[src/rtl/axil_pkg.sv]
// Shared AXI4-Lite definitions for the master and its users.
//   AXIL_ADDR_W / AXIL_DATA_W : default address and data widths
//   RESP_*                    : AXI response codes
//   wr_state_t / rd_state_t   : write and read FSM state encodings
package axil_pkg;

   localparam int unsigned AXIL_ADDR_W = 32;
   localparam int unsigned AXIL_DATA_W = 32;

   localparam logic [1:0] RESP_OKAY   = 2'b00;
   localparam logic [1:0] RESP_EXOKAY = 2'b01;
   localparam logic [1:0] RESP_SLVERR = 2'b10;
   localparam logic [1:0] RESP_DECERR = 2'b11;

   typedef logic [1:0] wr_state_t;
   localparam wr_state_t W_IDLE = 2'd0;
   localparam wr_state_t W_AD   = 2'd1;
   localparam wr_state_t W_B    = 2'd2;

   typedef logic [1:0] rd_state_t;
   localparam rd_state_t R_IDLE = 2'd0;
   localparam rd_state_t R_A    = 2'd1;
   localparam rd_state_t R_D    = 2'd2;

endpackage

[src/rtl/axi_lite_master.sv]
// Single-outstanding AXI4-Lite master. Converts one-word application
// write/read requests into AXI4-Lite transactions; write and read paths are
// independent and may be in flight together.
// Ports:
//   aclk, reset          : clock, asynchronous active-high reset
//   m_axi_aw*/w*/b*      : AXI write address, data and response channels
//   m_axi_ar*/r*         : AXI read address and data channels
//   app_waddr/app_wdata  : write request payload, taken with app_wen when idle
//   app_wen / app_wdone  : write start / one-cycle completion pulse
//   app_raddr            : read address, taken with app_ren when idle
//   app_ren / app_rdone  : read start (level) / one-cycle completion pulse
//   app_rdata            : last read data, valid with app_rdone and held
module axi_lite_master
   import axil_pkg::*;
#(
   parameter int unsigned ADDR_W = AXIL_ADDR_W,
   parameter int unsigned DATA_W = AXIL_DATA_W
) (
   input  logic                  aclk,
   input  logic                  reset,
   output logic [ADDR_W-1:0]     m_axi_awaddr,
   output logic [2:0]            m_axi_awprot,
   output logic                  m_axi_awvalid,
   input  logic                  m_axi_awready,
   output logic [DATA_W-1:0]     m_axi_wdata,
   output logic [DATA_W/8-1:0]   m_axi_wstrb,
   output logic                  m_axi_wvalid,
   input  logic                  m_axi_wready,
   input  logic [1:0]            m_axi_bresp,
   input  logic                  m_axi_bvalid,
   output logic                  m_axi_bready,
   output logic [ADDR_W-1:0]     m_axi_araddr,
   output logic [2:0]            m_axi_arprot,
   output logic                  m_axi_arvalid,
   input  logic                  m_axi_arready,
   input  logic [DATA_W-1:0]     m_axi_rdata,
   input  logic [1:0]            m_axi_rresp,
   input  logic                  m_axi_rvalid,
   output logic                  m_axi_rready,
   input  logic [ADDR_W-1:0]     app_waddr,
   input  logic [DATA_W-1:0]     app_wdata,
   input  logic                  app_wen,
   output logic                  app_wdone,
   input  logic [ADDR_W-1:0]     app_raddr,
   input  logic                  app_ren,
   output logic [DATA_W-1:0]     app_rdata,
   output logic                  app_rdone
);

   wr_state_t wr_state;
   rd_state_t rd_state;

   logic aw_done;
   logic w_done;

   // Response codes never affect completion; they are intentionally dropped.
   logic resp_unused;
   assign resp_unused = ^{m_axi_bresp, m_axi_rresp,
                          RESP_OKAY, RESP_EXOKAY, RESP_SLVERR, RESP_DECERR};

   assign m_axi_awprot = 3'b000;
   assign m_axi_arprot = 3'b000;
   assign m_axi_wstrb  = '1;

   // A channel counts as done once its valid has already dropped or its
   // handshake completes this cycle, so AW and W may finish in any order.
   assign aw_done = !m_axi_awvalid || m_axi_awready;
   assign w_done  = !m_axi_wvalid  || m_axi_wready;

   // Write path
   always_ff @(posedge aclk or posedge reset) begin
      if (reset) begin
         wr_state      <= W_IDLE;
         m_axi_awaddr  <= '0;
         m_axi_wdata   <= '0;
         m_axi_awvalid <= 1'b0;
         m_axi_wvalid  <= 1'b0;
         m_axi_bready  <= 1'b0;
         app_wdone     <= 1'b0;
      end else begin
         app_wdone <= 1'b0;
         case (wr_state)
            W_IDLE: begin
               if (app_wen) begin
                  m_axi_awaddr  <= app_waddr;
                  m_axi_wdata   <= app_wdata;
                  m_axi_awvalid <= 1'b1;
                  m_axi_wvalid  <= 1'b1;
                  wr_state      <= W_AD;
               end
            end
            W_AD: begin
               if (m_axi_awvalid && m_axi_awready) m_axi_awvalid <= 1'b0;
               if (m_axi_wvalid && m_axi_wready)   m_axi_wvalid  <= 1'b0;
               if (aw_done && w_done) begin
                  m_axi_bready <= 1'b1;
                  wr_state     <= W_B;
               end
            end
            W_B: begin
               if (m_axi_bvalid) begin
                  m_axi_bready <= 1'b0;
                  app_wdone    <= 1'b1;
                  wr_state     <= W_IDLE;
               end
            end
            default: wr_state <= W_IDLE;
         endcase
      end
   end

   // Read path
   always_ff @(posedge aclk or posedge reset) begin
      if (reset) begin
         rd_state      <= R_IDLE;
         m_axi_araddr  <= '0;
         m_axi_arvalid <= 1'b0;
         m_axi_rready  <= 1'b0;
         app_rdata     <= '0;
         app_rdone     <= 1'b0;
      end else begin
         app_rdone <= 1'b0;
         case (rd_state)
            R_IDLE: begin
               if (app_ren) begin
                  m_axi_araddr  <= app_raddr;
                  m_axi_arvalid <= 1'b1;
                  rd_state      <= R_A;
               end
            end
            R_A: begin
               if (m_axi_arready) begin
                  m_axi_arvalid <= 1'b0;
                  m_axi_rready  <= 1'b1;
                  rd_state      <= R_D;
               end
            end
            R_D: begin
               if (m_axi_rvalid) begin
                  app_rdata    <= m_axi_rdata;
                  m_axi_rready <= 1'b0;
                  app_rdone    <= 1'b1;
                  rd_state     <= R_IDLE;
               end
            end
            default: rd_state <= R_IDLE;
         endcase
      end
   end

endmodule

[config.mk]
export PLATFORM = sky130hd
export DESIGN_NAME = axi_lite_master
export DESIGN_NICKNAME = d
export VERILOG_FILES = /design/src/rtl/axil_pkg.sv /design/src/rtl/axi_lite_master.sv
export SDC_FILE = /design/constraint.sdc
export NUM_CORES = 1
export LEC_CHECK = 0
export BUFFER_PORTS_ARGS = -buffer_cell sky130_fd_sc_hd__buf_2
export CAP_MARGIN = 25
export CORE_ASPECT_RATIO = 1.75
export CORE_MARGIN = 2
export CORE_UTILIZATION = 35
export DETAILED_ROUTE_END_ITERATION = 6
export HOLD_SLACK_MARGIN = 0.12
export PLACE_DENSITY = 0.65
export SKIP_CTS_REPAIR_TIMING = 1
export SLEW_MARGIN = 20
export SYNTH_ARGS = -nofsm -noshare
export SYNTH_HDL_FRONTEND = slang
export SYNTH_SLANG_ARGS = --single-unit
[constraint.sdc]
create_clock -name aclk -period 6.1 [get_ports aclk]
set_clock_uncertainty 0.05 [all_clocks]
set_input_delay 0 -clock aclk [delete_from_list [all_inputs] [get_ports aclk]]
set_output_delay 0 -clock aclk [all_outputs]
set_load 0.02 [all_outputs]
==> flow_metrics.env <==
export IMPL_post_drt_wl_per_cell_microns=16.01
export IMPL_cellLeakagePower_nw=4.420
export IMPL_slew_headroom=0.4109
export IMPL_r2r_end="m_axi_araddr[17]"
export IMPL_dp_hpwl_microns=9762
export IMPL_powerDensity_mw_per_mm2=532.5
export IMPL_synth_flop_cell="dfrtp_1"
export IMPL_synthCells=331
export IMPL_cts_root_buffer="clkbuf_16"
export IMPL_post_route_util=0.5798
export IMPL_fin_tns_setup_ns=0
export IMPL_cts_buffer_depth=2
export IMPL_synthArstFlopShare=1.000
export IMPL_die_area_sq_mm=0.01683
export IMPL_antenna_found_initial=0
export IMPL_ant_nets=0
export IMPL_insertion_delay_ns=0.40
export IMPL_status="finished clean"
export IMPL_hold_violations=0
export IMPL_maxSlewViolCount=0
export IMPL_worst_path_max_fanout=17
export IMPL_worstSetupPathType="reg -> reg"
export IMPL_ys_warn_count=0
export IMPL_r2r_cells=3
export IMPL_drive_gt1_frac=0.5758
export IMPL_seq_area_frac_synth=0.6301
export IMPL_fin_cells=945
export IMPL_drc=0
export IMPL_first_global_vias=4001
export IMPL_core_area_sq_mm=0.01539
export IMPL_viasPerCell=4.535
export IMPL_cts_sinks=139
export IMPL_fin_crit_sh=0.3443
export IMPL_firstDrtPassIters=4
export IMPL_fin_crit_ns=2.100
export IMPL_gp_congestion=0.8149
export IMPL_die_w_microns=98.94
export IMPL_synth_edff_count=0
export IMPL_synth_seq_cells=139
export IMPL_io_pin_count=286
export IMPL_clk_pin_slew_ns=0.06
export IMPL_cts_buffers=17
export IMPL_rrSetupSlack_ns=4.00
export IMPL_die_h_microns=170.1
export IMPL_cts_max_level=4
export IMPL_grt_usage=0.1553
export IMPL_worst_pin_slew_ns=0.8837
export IMPL_cts_tree="built"
export IMPL_rsz0062_at_grt="false"
export IMPL_vdd_drop_max_mv=0.2799
export IMPL_final_area_sq_mm=0.008924
export IMPL_netlist_area_sq_mm=0.005520
export IMPL_routed_wl_microns=15130
export IMPL_grt_pass1_wl_microns=20530
export IMPL_maxCapViolations=0
export IMPL_min_path_type="in -> async"
export IMPL_grt_max_degree=72
export IMPL_worstSetupEndpointType="flip-flop"
export IMPL_io_buffers=271
export IMPL_place_area_sq_mm=0.006913
export IMPL_synth_avg_cell_area_sq_um=16.68
export IMPL_synth_cell_types=24
export IMPL_fmax_mhz=476.1
export IMPL_num_vias=4286
export IMPL_final_common_cell="buf_2"
export IMPL_antenna_cells=0
export IMPL_setup_viol=0
export IMPL_place_inst=773
export IMPL_reg2reg_from="rd_state[0]"
export IMPL_grt_overflow=0
export IMPL_drt_first_iter_violations=60
export IMPL_syn_to_final_growth_pct=61.65
export IMPL_critPathArrivalTime_ns=2.33
export IMPL_rows=60
export IMPL_crit_required_ns=6.33
export IMPL_start_kind="flip-flop"
export IMPL_mostFrequentLayoutCells="buf_2, dlygate4sd3_1, dfrtp_1, mux2_2, mux2_4"
export IMPL_start_util=0.3587
export IMPL_final_nets=888
per-layer routing:
| layer | GRT usage | vias up | wire length, microns |
|---|---|---|---|
| met3 | 0.04353 | 37 | 829 |
| met1 | 0.1577 | 2112 | 5203 |
| li1 | - | 1962 | - |
| met5 | 0 | - | 0 |
| met4 | 0.06373 | 0 | 510 |
| met2 | 0.2926 | 175 | 8589 |
worst max-delay path by stage:
stage | startpoint | cells past startpoint | slack (ns) | to
floorplan | reset | 1 | 2.33 | app_rdata[0]
global placement | rd_state[0] | 3 | 4.08 | m_axi_araddr[10]
detailed placement | rd_state[0] | 3 | 4.01 | m_axi_araddr[14]
CTS | rd_state[0] | 3 | 4.00 | m_axi_araddr[9]
global route | rd_state[0] | 3 | 3.88 | m_axi_araddr[17]
finish | rd_state[0] | 3 | 4.00 | m_axi_araddr[17]
layout make-up:
cell class / count / area (sq um)
fill: 1184 / 6466
sequential: 139 / 3478
timing repair buffer: 414 / 2800
multi-input combinational: 167 / 1795
clock buffer: 19 / 442.9
tap: 186 / 232.7
clock inverter: 12 / 138.9
inverter: 8 / 35.03
cells by family (layout without fill, tap and decap cells):
group,after synthesis,count (layout),synth area share
other,2,10,0.001360
and+or+nand+nor,15,15,0.01519
DFF,139,139,0.6301
buffers and inverters,33,453,0.05122
AOI/OAI and AO/OA,14,14,0.01587
muxes,128,128,0.2863
worst max-delay path, cell delays in order (launching register included):
cell	delay, ns
dfrtp_1	0.48
nor3b_4	0.70
buf_4	0.37
mux2_2	0.37
registers in the layout (all words and copies together) (netlist names), 2 cells and up:
register / cells
wr_state: 2
rd_state: 2
m_axi_araddr: 32
app_rdata: 32
m_axi_awaddr: 32
m_axi_wdata: 32
report_power, final:
group	total, mW	internal, mW	switching, mW
combinational	2.08	0.960	1.12
clock	1.02	0.616	0.406
sequential	1.65	1.39	0.261
cells in the mapped netlist (all sizes together) (2+ instances only):
| cell type | number | area (sq um) |
|---|---|---|
| o22ai | 2 | 12.51 |
| conb | 2 | 7.510 |
| nor2 | 6 | 22.52 |
| o21ai | 6 | 30.03 |
| inv | 8 | 30.03 |
| dfrtp | 139 | 3478 |
| buf | 25 | 252.7 |
| nand2 | 3 | 11.26 |
| mux2 | 128 | 1580 |
| a21oi | 2 | 10.01 |
stage by stage:
| step | power, mW | setup slack (ns) | hold WS, ns |
|---|---|---|---|
| finish | 4.752 | 4.000 | 0.1756 |
| global route | 4.996 | 3.878 | 0.2343 |
| CTS | 4.692 | 3.998 | -0.3631 |
| detailed placement | 3.643 | 4.012 | 0.07736 |
| global placement | 3.586 | 4.083 | 0.05934 |
| floorplan | 3.008 | 2.325 | 0.03627 |
(Power assumes the default switching activity.)
